<file path="src/rtl/lsu_split.sv">
// Load/store sequencer: aligned accesses pass straight through, misaligned
// halfword/word accesses are split into byte accesses with the pipeline stalled.
module lsu_split (
    input  logic        clk,
    input  logic        rst,
    input  logic        req,
    input  logic        req_we,
    input  logic [2:0]  funct3,
    input  logic [31:0] addr,
    input  logic [31:0] wdata,
    input  logic [31:0] mem_dout,
    output logic [31:0] adr,
    output logic [1:0]  ram_w_op,
    output logic        ram_we,
    output logic [31:0] ram_wdin,
    output logic [2:0]  mem_ext_op,
    output logic        stall,
    output logic [31:0] load_data,
    output logic        load_valid
);

    // state | meaning
    // IDLE  | aligned pass-through, or byte 0 of a misaligned access
    // SPLIT | issuing byte k (k >= 1) of a misaligned access from captured registers
    typedef enum logic {IDLE, SPLIT} state_t;

    localparam logic [2:0] F3_LB  = 3'b000;
    localparam logic [2:0] F3_LH  = 3'b001;
    localparam logic [2:0] F3_LW  = 3'b010;
    localparam logic [2:0] F3_LBU = 3'b100;
    localparam logic [2:0] F3_LHU = 3'b101;

    state_t      state;
    logic [1:0]  k;
    logic [31:0] base_addr;
    logic [31:0] base_wdata;
    logic [2:0]  base_f3;
    logic        base_we;
    logic [31:0] asm_buf;

    logic        legal;
    logic        misaligned;
    logic        start;
    logic [1:0]  last_k;
    logic        is_last;
    logic [7:0]  split_byte;
    logic [15:0] split_half;
    logic [31:0] split_word;

    always_comb begin
        legal      = (funct3 == F3_LB) || (funct3 == F3_LH) || (funct3 == F3_LW)
                  || (funct3 == F3_LBU) || (funct3 == F3_LHU);
        misaligned = legal && (((funct3[1:0] == 2'b01) && addr[0])
                  || ((funct3 == F3_LW) && (addr[1:0] != 2'b00)));
        start      = (state == IDLE) && req && misaligned;
        last_k     = (base_f3 == F3_LW) ? 2'd3 : 2'd1;
        is_last    = (k == last_k);
        split_byte = base_wdata[{k, 3'b000} +: 8];
        // The final byte comes straight from the memory stage, not from the buffer.
        split_half = {mem_dout[7:0], asm_buf[7:0]};
        split_word = {mem_dout[7:0], asm_buf[23:0]};
    end

    always_comb begin
        adr        = 32'h0;
        ram_w_op   = 2'b00;
        ram_we     = 1'b0;
        ram_wdin   = 32'h0;
        mem_ext_op = 3'b000;
        stall      = 1'b0;
        load_data  = 32'h0;
        load_valid = 1'b0;
        if (!rst) begin
            if (state == SPLIT) begin
                adr        = base_addr + {30'h0, k};
                mem_ext_op = F3_LBU;
                ram_we     = base_we;
                ram_wdin   = {24'h0, split_byte};
                stall      = !is_last;
                if (is_last && !base_we) begin
                    load_valid = 1'b1;
                    case (base_f3)
                        F3_LW:   load_data = split_word;
                        F3_LH:   load_data = {{16{split_half[15]}}, split_half};
                        default: load_data = {16'h0, split_half};
                    endcase
                end
            end else if (req && legal) begin
                adr = addr;
                ram_we = req_we;
                if (misaligned) begin
                    mem_ext_op = F3_LBU;
                    ram_wdin   = {24'h0, wdata[7:0]};
                    stall      = 1'b1;
                end else begin
                    ram_w_op   = funct3[1:0];
                    ram_wdin   = wdata;
                    mem_ext_op = funct3;
                    if (!req_we) begin
                        load_data  = mem_dout;
                        load_valid = 1'b1;
                    end
                end
            end
        end
    end

    always_ff @(posedge clk) begin
        if (rst) begin
            state      <= IDLE;
            k          <= 2'd0;
            base_addr  <= 32'h0;
            base_wdata <= 32'h0;
            base_f3    <= 3'b000;
            base_we    <= 1'b0;
            asm_buf    <= 32'h0;
        end else begin
            case (state)
                IDLE: begin
                    if (start) begin
                        base_addr  <= addr;
                        base_wdata <= wdata;
                        base_f3    <= funct3;
                        base_we    <= req_we;
                        k          <= 2'd1;
                        state      <= SPLIT;
                        if (!req_we)
                            asm_buf[7:0] <= mem_dout[7:0];
                    end
                end
                SPLIT: begin
                    if (!base_we)
                        asm_buf[{k, 3'b000} +: 8] <= mem_dout[7:0];
                    if (is_last) begin
                        k     <= 2'd0;
                        state <= IDLE;
                    end else begin
                        k <= k + 2'd1;
                    end
                end
                default: begin
                    k     <= 2'd0;
                    state <= IDLE;
                end
            endcase
        end
    end

endmodule

</file>
<file path="config.mk">
export PLATFORM = sky130hd
export DESIGN_NAME = lsu_split
export DESIGN_NICKNAME = d
export VERILOG_FILES = /design/src/rtl/lsu_split.sv
export SDC_FILE = /design/constraint.sdc
export NUM_CORES = 1
export LEC_CHECK = 0
export ABC_AREA = 1
export CORE_UTILIZATION = 47
export DETAILED_ROUTE_END_ITERATION = 16
export GPL_TIMING_DRIVEN = 0
export PLACE_DENSITY = 0.81
export RECOVER_POWER = 100
export SLEW_MARGIN = 20
export SYNTH_ARGS = -nofsm -noshare
export SYNTH_HDL_FRONTEND = slang
export SYNTH_SLANG_ARGS = --single-unit
</file>
<file path="constraint.sdc">
create_clock -name clk -period 2.6 [get_ports clk]
set_input_delay 0.39 -clock clk [delete_from_list [all_inputs] [get_ports clk]]
set_output_delay 0.39 -clock clk [all_outputs]
set_load 0.005 [all_outputs]
</file>
Yosys cells after proc, flatten, opt, wreduce, memory -nomap -nowiden
Cells that the tools add are included.

Register bits: 103. Latch bits: 0. RAM bits: 0. ROM bits: 0. Input port bits: 103. Output and inout bits: 104. Logic and storage cells: 93. Memories kept: 0.

Add/sub/neg operators: 3. $mul: 0. Divide/modulo/power cells: 0. $lt $le $gt $ge: 0. Eq/ne operators: 11. Shift operators: 3. Multiplexer cells: 47. Bitwise gates (word level): 2. Reduce and logical (&&, ||, !) cells: 19.

Operators with widths (count): two-way mux 32 bit (13); one-hot mux 32 bit (2 select lines) (1); adder 32 x 2 -> 32 bit (1); bitwise mux 32 bit (1); variable shift 8 x 7 -> 32 bit (first input constant) (1); variable part select 32 x 6 -> 8 bit (1); variable part select 8 x 7 -> 32 bit (1); two-way mux 8 bit (3); one-hot mux 8 bit (2 select lines) (1); two-way mux 1 bit (15); two-way mux 2 bit (7); two-way mux 3 bit (4); logical AND 1 bit (7); negator 5 -> 7 bit (1); == test 3 x 1 -> 1 bit (second input constant) (2); == test 3 x 2 -> 1 bit (second input constant) (2); == test 3 bit (second input constant) (2); inequality test 2 bit (second input constant) (3); logical OR 1 bit (5); one-hot mux 2 bit (2 select lines) (1); AND reduction 2 bit (2); logical NOT 3 bit (1); AND reduction 3 bit (1); adder 2 x 1 -> 2 bit (second input constant) (1); 6 further kinds (8).

Longest topological paths before layout
Gate-level depths: netlist of the first run.

Depth in word-level cells: 10. Depth in mapped cells: 10. Mapped depth without buffers: 10.

Worst setup path before layout of the first run
Ideal clock, no wire load.

Path kind: flip-flop to output port. From: register k[0]. To: output adr[12]. Arrival time: 1.678 ns. Required time: 2.210 ns. Setup slack: 0.532 ns. Cell stages (with the launch flop): 9. Path buffers: 0. Cell sequence: dfxtp_1 > ha_1 > fa_1 > nand3_1 > inv_1 > nand2_1 > nor2_1 > xor2_1 > a21oi_1.

Longest elaborated chain between the ends: 3.

Ends and longest elaborated chain: from (decl) (line 34) `logic [1:0] k;`; from (signal assigned) (line 138) `k <= k + 2'd1;`; adder 32 x 2 -> 32 bit (line 75) `adr = base_addr + {30'h0, k};`; two-way mux 32 bit (line 74) `if (state == SPLIT) begin`; two-way mux 32 bit (line 73) `if (!rst) begin`; to (decl) (line 12) `output logic [31:0] adr,`.

No other way between the ends.

Final worst setup path of the first run
From: register k[0]. To: output adr[11].

Same word-level chain as after synthesis.

==> summary by stage, run 1 <==
Run status
The flow ran to the end, but the final reports show violations. The checks that failed: negative setup slack.

Worst setup path
The reg-to-reg startpoint is state. On the critical path, the stage with the largest delay is an instance of sky130_fd_sc_hd__dfxtp_4. The start-to-end type of the worst setup path is reg -> out.

The setup slack on the worst flop-to-flop path is 0.17 ns. The kind of end point of the critical path is an output pin. At the worst endpoint, the required time is 2.21 ns. The terminus of the critical flop-to-flop path is base_addr[2]. STA classifies the critical path startpoint as a flop. The count of cells along the worst register-to-register path is 8. The highest net fanout along the worst path is 5. The critical path goes through ha_4, buf_4, nand3_2, nand2_4, inv_2, nor2_4, buf_4, buf_4, nand2_1, nand3_1, o211ai_1, inv_1, dlygate4sd2_1. At the worst endpoint, the arrival time is roughly 2.3 ns. On the worst path, the slowest cell contributes a delay of 0.38 ns. The most common cell type on the critical path is sky130_fd_sc_hd__buf_4.

Timing
The number of slew-limit violations in the final report is 0. The setup-violating endpoint count in the final report is 18. The accumulated negative setup slack is -0.443 ns. The setup slack of the critical path after layout is -0.0786 ns.

The final hold slack is between 0.3 and 0.4 ns. The hold violation total from the final report came to 0. Based on the critical path, the design can be clocked at up to 373 MHz. The share of the cycle needed by the critical path after routing is 1.03.

The measured slew at the worst slew-check pin is 0.576 ns. The post-layout minimum cycle time is 2.68 ns. The clock arrives with about 0.010 ns of skew.

The worst slew margin relative to its limit is 0.616. Setup repair after global routing could not meet its margin everywhere.

Route
The remaining design rule violation count is 0. The via total after detailed routing is 8418. The average routed wire per standard cell is 17.4 µm. The initial DRC count is around 800. The detailed-routing iteration count for the pre-antenna-repair pass is 7. Using the TritonRoute via totals, the vias-per-cell ratio works out to between 5 and 6. The total detailed-routing wirelength is 25.6 mm.

The final antenna-violating net count is 0.

Yosys
The fraction of the mapped netlist area in compound gates is 0.267. Of the total synthesized cell area, the portion taken by full adders, half adders and majority gates is 0.0150. The post-synthesis net count is between 1000 and 1500. Counting instances in the post-synthesis netlist gives the leading cell types as sky130_fd_sc_hd__nand2_1 (187), sky130_fd_sc_hd__a21oi_1 (142), sky130_fd_sc_hd__o21ai_0 (141), sky130_fd_sc_hd__nor2_1 (128), sky130_fd_sc_hd__inv_1 (121).

For this run, asynchronously set or reset flops after synthesis account for 0. After synthesis, the cell types taking the most area are sky130_fd_sc_hd__dfxtp_1 (30%), sky130_fd_sc_hd__a21oi_1 (11%), sky130_fd_sc_hd__o21ai_0 (11%), sky130_fd_sc_hd__nand2_1 (11%), sky130_fd_sc_hd__nor2_1 (7.6%). The synthesized area per cell is just over 6 µm².

The proportion of netlist area held by the largest area contributor is 0.299. Of the total synthesized cell area, the portion taken by AND, OR, NAND and NOR gates is 0.278. In this run the cell area of the synthesized design comes to 6360 µm². The share of synthesized area occupied by flip-flops and latches is 0.299.

Of all cell types, the one taking the most synthesized area is sky130_fd_sc_hd__dfxtp_1. The number of distinct library cell variants in the gate-level netlist after synthesis is 38. The top flip-flop cell by instance count after synthesis is sky130_fd_sc_hd__dfxtp_1. The multiplexer area fraction after synthesis is 0.0126. The count of flip-flops with a built-in enable after synthesis is 0. The most frequently used cell type in the post-synthesis netlist is sky130_fd_sc_hd__nand2_1. The number of warning messages in the yosys log is 0. The post-synthesis cell count is 1043. By area, the combinational part of the netlist is dominated by simple AND/OR/NAND/NOR gates. Of the total synthesized cell area, the portion taken by XOR and XNOR cells is 0.00689. The synthesized design contains 95 register bits.

Power and ir drop
For this design the ratio of total power to cell area is 419 nW/µm². The worst vdd rail ir drop is 0.345 mV. The static leakage power is 4.04 nW.

The design draws 4.05 mW.

Finish
From synthesis to final layout, the design area changed by 51.9%. The layout cell share with drive strength beyond 1 is 0.164. For this run, the post-layout net count is between 1000 and 1500.

The repair_antennas step left the layout with diodes totalling 0. Summing all non-filler instances in the final layout gives an area of roughly 9700 µm².

Global routing
Summed over all layers, the global routing overflow is 0. For this run, the total global-route usage over all layers was measured as 0.349. The via count of the first global-routing pass is 7738. The initial antenna violation count is 0. The first-pass GRT wire length is 38.8 mm. The pin count of the biggest net entering global routing is 20.

Die
The floorplan step defined a die boundary enclosing 14000 µm². The core region is 13200 µm². The floorplan step set the die height to about 120 µm. The cell row count is 42. The starting density of the core is 0.480. The number of placed I/O pins is about 210. Measured along the x axis, the die boundary spans 118 µm.

Clock network
TritonCTS built the clock tree. The clock transition at the registers of the reported paths is 0.07 ns. The number of sinks handled by clock tree synthesis is 95. The number of buffers between clock root and the deepest sink is 2. The source-to-sink clock delay at the later pin of the worst-skew pair is 0.36 ns.

The library cell used as clock root buffer is sky130_fd_sc_hd__clkbuf_16. The number of H-tree levels is 3. Counting the buffers created by CTS gives 9.

Worst hold path
The worst min-delay path startpoint is addr[0]. The instance count along the most critical hold path is 3. The class of the worst hold path is in -> reg. For hold timing, the worst endpoint is base_addr[0].

Placement
The detailed placer's ending HPWL is 18.2 mm. The routability congestion estimate from global placement is 0.937. After detailed placement, the total cell area comes to 8640 µm². Port buffering added between 200 and 250 buffers.

Job
The max-capacitance violation count is 0.
power by group:
| part | internal (mW) | total, mW | switching, mW | leakage [nW] |
|---|---|---|---|---|
| registers | 1.55 | 1.61 | 0.0667 | 0.781 |
| logic | 0.486 | 1.10 | 0.617 | 3.12 |
| clock network | 0.690 | 1.33 | 0.642 | 0.141 |
cell families after synthesis:
| logic type | after synthesis |
|---|---|
| flops | 95 |
| xor+xnor | 5 |
| compound gates | 326 |
| fa+ha+maj | 7 |
| buf+inv | 189 |
| mux | 8 |
| simple gates | 413 |
critical path, delay by kind of cell, from the launching register on:
family | cells | cell delay (ns)
buffers and inverters | 6 | 0.73
and+or+nand+nor | 5 | 0.56
DFF | 1 | 0.38
adders and majority gates | 1 | 0.16
AOI/OAI and AO/OA | 1 | 0.11
worst max path at each step:
stage                            start      end  slack, ns  cells after the start
after floorplan                   k[0]  adr[12]       0.53                      8
after global placement       funct3[0]   adr[2]      -0.63                      8
after detailed placement     funct3[0]  adr[31]      -0.62                      8
after CTS                         k[0]  adr[24]      -0.04                     10
after global routing      base_addr[0]  adr[11]      -0.14                     13
final                             k[0]  adr[11]      -0.08                     13
flip-flops by register name, summed over array words and instances, names as in the netlist:
signal	count
base_f3	3
k	2
state	1
base_we	1
base_wdata	32
asm_buf	24
base_addr	32
layer usage:
metal | GRT usage | routed length (µm) | share of wire
met5 | 0 | 0 | 0
met4 | 0.169 | 1170 | 0.046
met3 | 0.0719 | 2190 | 0.085
met2 | 0.597 | 12300 | 0.48
met1 | 0.414 | 10000 | 0.39
placed cells by master, fill, tap and decap left out, types with 5 or more instances in the layout:
| cell type | synthesis | routed |
|---|---|---|
| sky130_fd_sc_hd__a21oi_1 | 142 | 137 |
| sky130_fd_sc_hd__a31oi_1 | 9 | 7 |
| sky130_fd_sc_hd__buf_2 | 18 | 9 |
| sky130_fd_sc_hd__buf_4 | 3 | 39 |
| sky130_fd_sc_hd__buf_6 | 3 | 12 |
| sky130_fd_sc_hd__clkbuf_1 | 37 | 24 |
| sky130_fd_sc_hd__clkbuf_16 | 0 | 9 |
| sky130_fd_sc_hd__clkbuf_2 | 1 | 16 |
| sky130_fd_sc_hd__clkdlybuf4s50_1 | 0 | 154 |
| sky130_fd_sc_hd__dfxtp_1 | 95 | 83 |
| sky130_fd_sc_hd__dfxtp_2 | 0 | 10 |
| sky130_fd_sc_hd__dlygate4sd2_1 | 0 | 21 |
| sky130_fd_sc_hd__dlymetal6s2s_1 | 0 | 19 |
| sky130_fd_sc_hd__inv_1 | 121 | 109 |
| sky130_fd_sc_hd__inv_2 | 2 | 12 |
| sky130_fd_sc_hd__mux2i_1 | 8 | 8 |
| sky130_fd_sc_hd__nand2_1 | 187 | 175 |
| sky130_fd_sc_hd__nand2_2 | 4 | 9 |
| sky130_fd_sc_hd__nand2_4 | 1 | 8 |
| sky130_fd_sc_hd__nand3_1 | 53 | 45 |
| sky130_fd_sc_hd__nand3_4 | 0 | 5 |
| sky130_fd_sc_hd__nand4_1 | 10 | 10 |
| sky130_fd_sc_hd__nor2_1 | 128 | 114 |
| sky130_fd_sc_hd__nor2_2 | 21 | 28 |
| sky130_fd_sc_hd__nor2_4 | 1 | 8 |
| sky130_fd_sc_hd__o21ai_0 | 141 | 140 |
| sky130_fd_sc_hd__o21ai_1 | 10 | 10 |
| sky130_fd_sc_hd__o22ai_1 | 16 | 16 |
| sky130_fd_sc_hd__xor2_1 | 5 | 5 |
repair_timing:
| action | in CTS | in global routing |
|---|---|---|
| gates cloned | 0 | 2 |
| hold buffers | 0 | 0 |
| setup endpoints to repair | 104 | 90 |
| setup buffers | 24 | 13 |
| resized for setup | 137 | 100 |
| pin swaps | 19 | 17 |
metrics by stage:
step                cells  setup slack (ns)  utilization
floorplan            1043             0.532            -
global placement     1425            -0.625        0.652
detailed placement   1425            -0.619        0.652
CTS                  1463           -0.0446        0.711
global route         1476            -0.135        0.730
finish               1476           -0.0786        0.730
cell type report:
class / instances / area (µm²)
multi-input combinational: 759 / 4030
fill: 1118 / 3580
timing repair buffer: 245 / 2340
sequential: 95 / 1920
inverter: 125 / 482
buffer: 60 / 382
clock buffer: 10 / 239
tap: 176 / 220
clock inverter: 6 / 50.0
Power figures use the tool's default switching activity.
==> run 2: changes to the inputs <==
Settings changed: SKIP_LAST_GASP set to 1.
==> summary by stage, run 2 (synthesis gave the netlist of run 1 again) <==
Die
The core outline area is 13200 µm². The x dimension of the die is 118 µm. In this run the core area contains 42 standard-cell rows. The starting density of the core is 0.480. The die area is 14000 µm². In this run the vertical extent of the chip is between 100 and 150 µm.

The number of placed I/O pins is approximately 210.

Route
The initial DRC count is around 960. For this block, the routed nets add up to approximately 26 mm of wire. The via total after detailed routing is 8443. In the final routed layout, each cell accounts on average for 17.4 µm.

The final antenna-violating net count is 0. In the routed layout, each cell is associated on average with a via count of 5.72. The detailed-routing iteration count for the pre-antenna-repair pass is 8. For this run, design rule violations remaining after detail routing come to 0.

Timing
Of the available clock period, the critical path in the final layout requires 1.03. The setup slack of the critical path after layout is -0.0775 ns. The worst slew margin relative to its limit is 0.633. The setup-violating endpoint count in the final report is 21. The highest achievable clock rate is approximately 370 MHz. The worst-case clock skew is 0.00959 ns. The number of slew-limit violations in the final report is 0. Setup repair after global routing could not meet its margin everywhere. The post-layout minimum cycle time is 2.68 ns. The final hold slack is 0.379 ns. The hold violation total from the final report is 0. The measured slew at the worst slew-check pin is 0.551 ns.

Placement
The port buffer count is 206. Once detailed placement completed, the half-perimeter wirelength came to ~18 mm. The post-placement worst setup slack is -0.619 ns. At the end of routability-driven placement, the weighted congestion stood at approximately 0.94.

Finish
The layout cell share with drive strength beyond 1 is 0.154. The synthesis-to-layout area growth is 51.5%. The sequential cell area is slightly below 2000 µm². The largest registers in the layout are base_addr x32, base_wdata x32, asm_buf x24. The most common cell after layout, fill and taps aside is sky130_fd_sc_hd__nand2_1. The filler cells instantiated in the layout total roughly 1100. In the layout the commonest cells are sky130_fd_sc_hd__nand2_1 (175), sky130_fd_sc_hd__clkdlybuf4s50_1 (161), sky130_fd_sc_hd__o21ai_0 (143).

For this run, the post-layout net count is between 1000 and 1500. The area of the multi-input gates is 4010 µm². 0 antenna diodes ended up in the layout.

Run status
The final reports fail on negative setup slack. The flow ran to the end, but the final reports show violations.

Clock network
For the worst-skew pair, the clock arrives at the later sink with an insertion delay of around 0.36 ns. The number of buffers between clock root and the deepest sink is 2. The post-cts hold buffer count is 0. Clock tree synthesis selected as its root buffer the cell sky130_fd_sc_hd__clkbuf_16. CTS saw 95 sinks. Clock-pin slew was measured on the worst setup and hold paths at 0.07 ns.

In this run the number of H-tree levels came out at 3. The clock tree from TritonCTS is done. TritonCTS created 9 clock buffers.

Job
The tool flagged a number of max-cap violations equal to 0.

Worst setup path
The slowest library cell on the worst path is sky130_fd_sc_hd__fa_2. The signal on the critical path passes through ha_4, fa_2, buf_12, buf_6, nand2_4, buf_4, xor2_1, a21oi_1, dlygate4sd2_1. Data arrives at the worst endpoint at 2.29 ns. The start-to-end type of the worst setup path is reg -> out. The startpoint type of the worst setup path is a flop. The worst setup path is captured at an output pin. For this run, the slowest stage of the critical path takes 0.43 ns. STA puts the critical path data required time at 2.21 ns. Along the worst path, the maximum fanout reaches 4.

For flop-to-flop paths, the worst setup slack is 0.13 ns.

Global routing
The first-pass GRT wire length is 38.7 mm. The via count of the first global-routing pass is 7726. Summed over all layers, the global routing overflow is 0. The initial antenna violation count was 0. The pin count of the biggest net entering global routing is 20. The global-route total usage across every layer is 0.347.

Power and ir drop
The worst vdd rail ir drop is approximately 0.32 mV. The total power is slightly above 4 mW. In this run the power density over the cells is approximately 420 nW/µm². For this design the static power due to leakage is 3.97 nW.

Worst hold path
The tightest min-delay check is of the in -> reg type.
## run 2: cell types whose count changed in the layout (fill, tap and decap cells not counted), moves of 3 or more
| cell | delta |
|---|---|
| sky130_fd_sc_hd__dlymetal6s2s_1 | -4 |
| sky130_fd_sc_hd__o21ai_1 | -3 |
| sky130_fd_sc_hd__buf_6 | -4 |
| sky130_fd_sc_hd__clkbuf_1 | +5 |
| sky130_fd_sc_hd__o21ai_0 | +3 |
| sky130_fd_sc_hd__clkdlybuf4s50_1 | +7 |
| sky130_fd_sc_hd__inv_2 | -4 |
## run 2: repair_timing
action                     CTS  global route
resized for setup          130            90
buffers inserted            24            11
pin swaps                   18            14
cloned                       0             3
setup endpoints to repair  104            92
## run 2: path summary, 6_finish.rpt
kind | from | end | depth (start not counted)
worst min register to register | base_wdata[13] | base_wdata[13] | 2
worst max register to register | state | base_f3[0] | 8
worst max-delay path | k[0] | adr[6] | 9
worst min-delay path | addr[0] | base_addr[0] | 3
## run 2: layout make-up
class,instances,area share
clock buffer,10,0.0248
inverter,125,0.0505
sequential,95,0.200
tap,176,0.0229
timing repair buffer,244,0.244
buffer,60,0.0375
clock inverter,6,0.00520
multi-input combinational,759,0.416
## run 2: worst max-delay path, delay by kind of cell (launching register included)
family	cells	cell delay [ns]
compound gates	1	0.08
fa+ha+maj	2	0.61
xor+xnor	1	0.15
flops	1	0.37
simple gates	1	0.07
buf+inv	4	0.65
## run 2: through the flow
step           instances  instance area [µm²]   util  setup TNS (ns)
2_1_floorplan       1043                 6360      -               0
3_3_place_gp        1425                 8640  0.652          -38.81
3_5_place_dp        1425                 8640  0.652          -39.41
4_1_cts             1463                 9400  0.710          -0.254
5_1_grt             1475                 9630  0.727           -2.83
6_report            1475                 9630  0.727          -0.539
## run 2: layer usage
| layer | share of wire | vias up | global-route usage |
|---|---|---|---|
| li1 | - | 3934 | - |
| met1 | 0.39 | 3929 | 0.414 |
| met2 | 0.48 | 486 | 0.592 |
| met3 | 0.082 | 94 | 0.0690 |
| met4 | 0.046 | 0 | 0.173 |
| met5 | 0 | - | 0 |
## run 2: power by group
part / total (mW) / switching (mW) / internal, mW
clock network: 1.33 / 0.637 / 0.689
registers: 1.61 / 0.0665 / 1.54
logic: 1.10 / 0.618 / 0.483
total: 4.04 / 1.32 / 2.72
